## src/rtl/pipeline_sequencer.sv

```systemverilog
// Instruction-history stage between fetch and decode: load-use bubbles, branch squash, HALT park.
// One-cycle latency fetch->command; fetch_ready is combinational and drops only on load-use or HALT.
module pipeline_sequencer #(
    parameter logic [15:0] NOP_WORD    = 16'hC0E0,
    parameter int unsigned FLUSH_DEPTH = 2,
    parameter logic [3:0]  HALT_OP     = 4'b1111
) (
    input  logic        clock,
    input  logic        reset,
    input  logic        fetch_valid,
    input  logic [15:0] fetch_word,
    output logic        fetch_ready,
    input  logic        branch_taken,
    input  logic        resume,
    output logic [15:0] command,
    output logic [15:0] before_command,
    output logic [15:0] two_before_cmd,
    output logic        issue_valid,
    output logic        halted,
    output logic [15:0] stall_count
);

    typedef enum logic [0:0] {
        ST_RUN  = 1'b0,
        ST_HALT = 1'b1
    } state_t;

    localparam logic [2:0] FLUSH_RELOAD = 3'(FLUSH_DEPTH - 1);

    state_t      state_q, state_d;
    logic [2:0]  flush_cnt_q, flush_cnt_d;
    logic [15:0] stall_count_q, stall_count_d;
    logic [15:0] command_q, before_q, two_before_q;
    logic        issue_valid_q;

    logic [15:0] next_cmd;
    logic        squash;
    logic        accept;
    logic        hazard;
    logic        is_halt;
    logic [2:0]  ld_dest;

    // A load in command conflicts with a reader of its destination on fetch.
    assign ld_dest = command_q[13:11];
    assign hazard  = (command_q[15:14] == 2'b00) && fetch_valid &&
                     (((fetch_word[15:14] != 2'b10) && (fetch_word[10:8]  == ld_dest)) ||
                      ((fetch_word[15:14] == 2'b11) && (fetch_word[13:11] == ld_dest)));
    assign is_halt = (fetch_word[15:14] == 2'b11) && (fetch_word[7:4] == HALT_OP);

    always_comb begin
        state_d       = state_q;
        flush_cnt_d   = flush_cnt_q;
        stall_count_d = stall_count_q;
        fetch_ready   = 1'b0;
        squash        = 1'b0;
        accept        = 1'b0;
        case (state_q)
            ST_RUN: begin
                squash = branch_taken || (flush_cnt_q != 3'd0);
                if (branch_taken) begin
                    flush_cnt_d = FLUSH_RELOAD;
                end else if (flush_cnt_q != 3'd0) begin
                    flush_cnt_d = flush_cnt_q - 3'd1;
                end
                if (squash) begin
                    // Wrong-path words are consumed so fetch can move past them.
                    fetch_ready = 1'b1;
                end else if (hazard) begin
                    fetch_ready = 1'b0;
                    if (stall_count_q != 16'hFFFF) begin
                        stall_count_d = stall_count_q + 16'd1;
                    end
                end else begin
                    fetch_ready = 1'b1;
                    accept      = fetch_valid;
                end
                if (accept && is_halt) begin
                    state_d = ST_HALT;
                end
            end
            ST_HALT: begin
                flush_cnt_d = 3'd0;
                if (resume) begin
                    state_d = ST_RUN;
                end
            end
            default: begin
                state_d = ST_RUN;
            end
        endcase
        next_cmd = accept ? fetch_word : NOP_WORD;
    end

    always_ff @(posedge clock) begin
        if (reset) begin
            state_q       <= ST_RUN;
            flush_cnt_q   <= 3'd0;
            stall_count_q <= 16'd0;
            command_q     <= NOP_WORD;
            before_q      <= NOP_WORD;
            two_before_q  <= NOP_WORD;
            issue_valid_q <= 1'b0;
        end else begin
            state_q       <= state_d;
            flush_cnt_q   <= flush_cnt_d;
            stall_count_q <= stall_count_d;
            two_before_q  <= before_q;
            before_q      <= command_q;
            command_q     <= next_cmd;
            issue_valid_q <= accept;
        end
    end

    assign command        = command_q;
    assign before_command = before_q;
    assign two_before_cmd = two_before_q;
    assign issue_valid    = issue_valid_q;
    assign halted         = (state_q == ST_HALT);
    assign stall_count    = stall_count_q;

endmodule
```

## config.mk

```make
export PLATFORM = sky130hd
export DESIGN_NAME = pipeline_sequencer
export DESIGN_NICKNAME = d
export VERILOG_FILES = /design/src/rtl/pipeline_sequencer.sv
export SDC_FILE = /design/constraint.sdc
export NUM_CORES = 1
export LEC_CHECK = 0
export BUFFER_PORTS_ARGS = -buffer_cell sky130_fd_sc_hd__buf_2
export CAP_MARGIN = 40
export CORE_ASPECT_RATIO = 0.5
export CORE_MARGIN = 3
export CORE_UTILIZATION = 52
export CTS_CLUSTER_SIZE = 20
export DETAILED_ROUTE_END_ITERATION = 10
export GPL_ROUTABILITY_DRIVEN = 0
export PLACE_DENSITY = 0.94
export SYNTH_ARGS = -nofsm -noshare
export SYNTH_HDL_FRONTEND = slang
export SYNTH_SLANG_ARGS = --single-unit
```

## constraint.sdc

```tcl
create_clock -name clock -period 3.3 [get_ports clock]
set_input_delay 0.33 -clock clock [delete_from_list [all_inputs] [get_ports clock]]
set_output_delay 0.33 -clock clock [all_outputs]
set_load 0.01 [all_outputs]
```

# After elaboration in Yosys (flattened, before gate mapping)
# Cells that the tools add are included.
dict set report totals {
  reg_bits 69
  inputBits 21
  output_inout_bits 67
  wordCells 44
}
dict set report op_classes {
  addsub 2
  n_eq_ne 7
  mux 13
  bitwise_logic 3
  n_reduce_logical 12
}
# operator n
set op_table {}
lappend op_table {{$add 16x1->16 const B} 1}
lappend op_table {{$ne 16x16->1 const B} 1}
lappend op_table {{$mux 1} 9}
lappend op_table {{$eq 3x3->1} 2}
lappend op_table {{$logic_and 1x1->1} 6}
lappend op_table {{$mux 3} 2}
lappend op_table {{$pmux 3 s2} 1}
lappend op_table {{$eq 4x4->1 const B} 1}
lappend op_table {{$reduce_and 4->1} 1}
lappend op_table {{$ne 3x3->1 const B} 1}
lappend op_table {{$not 1->1} 3}
lappend op_table {{$reduce_bool 3->1} 1}
lappend op_table {{$sub 3x1->3 const B} 1}
lappend op_table {{$eq 2x2->1 const B} 1}
lappend op_table {{$logic_not 2->1} 1}
lappend op_table {{$logic_or 1x1->1} 2}
lappend op_table {{$ne 2x2->1 const B} 1}
lappend op_table {{$pmux 1 s2} 1}
lappend op_table {{$reduce_or 2->1} 1}

# Longest topological paths before layout
dict set report logic_depth {
  word_depth 10
  ltp_mapped 9
  ltp_nobuf 8
}

# Least setup slack after synthesis
# Ideal clock, no wire load.
dict set report synth_path {
  kind {register to register}
  startpoint {register flush_cnt_q[0]}
  endpoint {register stall_count_q[8] (netlist: stall_count[8])}
  setup_ps 70
  arrival_time_ps 1941
  t_required_ps 3230
  slack_ps 1288
  stages_incl_launch_ff 10
  synth_period_minus_slack_ps 2012
  cell_sequence {dfxtp_1 > inv_1 > ha_1 > ha_1 > nand3b_1 > nor3_1 > o2111ai_1 > buf_2 > or3_1 > a21oi_1}
}
dict set report synth_between {
  elab_chain_len 4
}
# element line_no
set synth_rtl {}
lappend synth_rtl {{start, declared} 31} ;# logic [2:0] flush_cnt_q, flush_cnt_d;
lappend synth_rtl {{start signal, assigned} 105} ;# flush_cnt_q <= flush_cnt_d;
lappend synth_rtl {{$reduce_bool 3->1} 59} ;# squash = branch_taken || (flush_cnt_q != 3'd0);
lappend synth_rtl {{$logic_or 1x1->1} 59}
lappend synth_rtl {{$not 1->1 (no line)} -}
lappend synth_rtl {{$reduce_and 4->1 (no line)} -}
lappend synth_rtl {{end signal, assigned} 106} ;# stall_count_q <= stall_count_d;
lappend synth_rtl {{end, declared} 32} ;# logic [15:0] stall_count_q, stall_count_d;
# Every way passes these cells.
# A chain may end at the register's enable or synchronous reset.

# Final worst setup path
dict set report layout_path {
  startpoint {register flush_cnt_q[0]}
  endpoint {register stall_count_q[14] (netlist: stall_count[14])}
}
# Same word-level chain as after synthesis.

==> results.toml <==
[status]
outcome = "finished, final reports clean"

[finish]
multi_input_area_sq_um = 987
syn_to_final_growth_pct = 27.1
regArea_sq_mm = 0.00138
final_util_pct = 74.0
num-fill-cells = 291
final_nets = 347
n_antenna_cell = 0
final_layout_size_suffix_gt1_share_pct = 36.1

[critical_path]
worstPathRequired_ns = 3.56
criticalPathCategory = "reg2reg"
critPathSlowestCell = "or4_1"
crit_arrival_ns = 2.88
max_stage_delay_ns = 0.55
cp-start-kind = "register"
cp_max_fo = 13
crit_chain = "inv_1, ha_1, ha_1, nand3b_1, nor3_1, o2111ai_1, or4_1, a21oi_1"
cpMostUsedCell = "ha_1"
end_kind = "register"
r2r_slack_ns = 0.68

[synthesis]
synth_edf_count = 0
yosysWarningCount = 0
yosysTopAreaCell = "dfxtp_1"
synthMuxAreaShare_pct = 0.409
yosysTopAreaCellShare_pct = 56.4
synth_fa_ha_area_share_pct = 1.53
synth-simple-area-share_pct = 25.3
syn_avg_cell_area_sq_um = 10.4
synth-compound-area-share_pct = 9.87
ys.flop_type = "dfxtp_1"
yosysUniqueCellTypes = 40
async_reset_ff_share_pct = 0
yosysMostFrequentCell = "dfxtp_1"
synth_top_family_by_area = "simple AND/OR/NAND/NOR gates"
yosys-top-cells-count = "dfxtp_1 (69), nor2b_1 (23), a21oi_1 (16)"
synth-xor-area-share_pct = 3.22
synth_seq_cells = 69
synthesis.nets = 260
synth-seq-area-share_pct = 56.4
syn_inst = 236
syn_area_sq_mm = 0.00245
synth_area_leaders = "dfxtp_1 (56%), nor2b_1 (5.9%), a21oi_1 (3.3%)"

[timing]
fmax_mhz = 382
setup_slack_ns = 0.684
tightest_slew_ns = 0.916
relSlewSlack_pct = 38.9
tns_ns = 0
finalHoldViolCount = 0
finalCritPeriodShare_pct = 79.3
finalSetupViolations = 0
rsz0062_at_grt = "false"
period_minus_slack_ns = 2.62
maxSlewViolCount = 0
finClkSkew_ns = 0.00760

[place]
dp_slack_ns = 0.676
io_buffers = 87
dp_hpwl_mm = 3.89

[clock_tree]
cts_hold_buf = 0
ctsHtreeMaxLevel = 3
cts_max_path_buffers = 2
cts_buffers = 9
cts_tree = "done"
post_cts_buffers = 0
clkTransAtPathRegs_ns = 0.07
ctsResizeCount = 0
clk_latency_ns = 0.34
cts.root.buffer_cell = "clkbuf_8"
clock_sinks = 69

[die]
chipWidth_um = 103
rows = 16
die_h_um = 54.5
fp.dieArea_sq_mm = 0.00562
core_sq_mm = 0.00420
io_pins = 88
start_util_pct = 58.2

[route]
drc = 0
vias = 1944
ant_nets = 0
drt_iter0_markers = 80
wl_per_cell_um = 13.9
dr.pass1.iters = 4
avgViaCountPerCell = 5.10
detail_route.wirelength_mm = 5.30

[grt]
antenna_found_initial = 0
overflow = 0
grt_pass1_vias = 1932
grt_use_total_pct = 20.0
grt_pass1_wl_mm = 8.29
grt_max_degree = 54

[power]
p_leak_nw = 1.35
vdd_drop_max_mv = 0.292
power_density_mw_per_mm2 = 538

[flow_run]
max_cap_violations = 0

[worst_hold_path]
hp-class = "in2reg"
==> cells in the final DEF, fill, tap and decap left out, types with 2 or more instances in the layout <==
| master | netlist | layout |
|---|---|---|
| a2111oi_4 | 2 | 2 |
| a21oi_1 | 16 | 16 |
| and2_1 | 11 | 11 |
| and3_1 | 2 | 2 |
| and4_1 | 3 | 3 |
| buf_2 | 2 | 87 |
| bufinv_16 | 0 | 2 |
| clkbuf_8 | 0 | 9 |
| clkinvlp_4 | 0 | 2 |
| dfxtp_1 | 69 | 69 |
| ha_1 | 3 | 3 |
| inv_1 | 7 | 7 |
| nand2_1 | 7 | 7 |
| nand2b_1 | 4 | 4 |
| nand3_1 | 4 | 4 |
| nand4_1 | 4 | 4 |
| nor2_1 | 8 | 8 |
| nor2b_1 | 23 | 23 |
| nor3_1 | 2 | 2 |
| nor4_1 | 3 | 3 |
| o2111ai_1 | 2 | 2 |
| o21ai_0 | 11 | 11 |
| o31ai_1 | 2 | 2 |
| or2_2 | 10 | 10 |
| or3_1 | 10 | 10 |
| or4_1 | 2 | 2 |
| xnor2_1 | 3 | 3 |
| xor2_1 | 6 | 6 |
==> worst paths after layout <==
path,start,to,cells after the start
setup / recovery,flush_cnt_q[0],stall_count[14],8
hold / removal,fetch_word[7],command[7],2
setup reg to reg,flush_cnt_q[0],stall_count[14],8
hold reg to reg,before_command[7],two_before_cmd[7],1
==> through the flow <==
stage	instances	power, mW	area, sq um	hold slack [ns]
6_report	381	1.67	3110	0.192
5_1_grt	381	1.73	3110	0.184
4_1_cts	381	1.69	3110	0.171
3_5_place_dp	366	0.968	2900	0.420
3_3_place_gp	366	0.962	2900	0.416
2_1_floorplan	236	0.933	2450	0.409
==> metal layers <==
| layer | routed length, um | vias up | track usage [%] |
|---|---|---|---|
| met4 | 116 | 0 | 11.0 |
| li1 | - | 980 | - |
| met2 | 2690 | 57 | 37.3 |
| met1 | 2210 | 895 | 20.1 |
| met3 | 277 | 12 | 7.12 |
| met5 | 0 | - | 0 |
==> report_power, final <==
part | leakage (nW) | switching (mW) | internal [mW]
sequential | 0.558 | 0.00827 | 0.847
clock | 0.101 | 0.303 | 0.421
combinational | 0.696 | 0.0531 | 0.0402
==> cell type report <==
| cell class | instances | area share, % |
|---|---|---|
| Multi-Input combinational cell | 149 | 31.7 |
| Tap cell | 54 | 2.17 |
| Timing Repair Buffer | 87 | 14.0 |
| Sequential cell | 69 | 44.4 |
| Clock buffer | 9 | 3.98 |
| Inverter | 7 | 0.845 |
| Clock inverter | 6 | 2.86 |
==> sequential cells by signal (all words and copies together), names as in the netlist <==
name / count
halted: 1
stall_count: 16
two_before_cmd: 16
before_command: 16
flush_cnt_q: 3
command: 16
issue_valid: 1
==> cell families after synthesis <==
family,Yosys count
AO/OA/AOI/OAI,35
XOR/XNOR,9
adder cells (fa/ha/maj),3
buffers and inverters,18
flip-flops,69
multiplexers,1
AND/OR/NAND/NOR,101
==> critical path, delay by kind of cell, from the launching register on <==
family | cells | cell delay [ns]
AND/OR/NAND/NOR | 3 | 1.11
flip-flops | 1 | 0.33
adder cells (fa/ha/maj) | 2 | 0.41
buffers and inverters | 1 | 0.06
AO/OA/AOI/OAI | 2 | 0.63
Power figures use the tool's default switching activity.
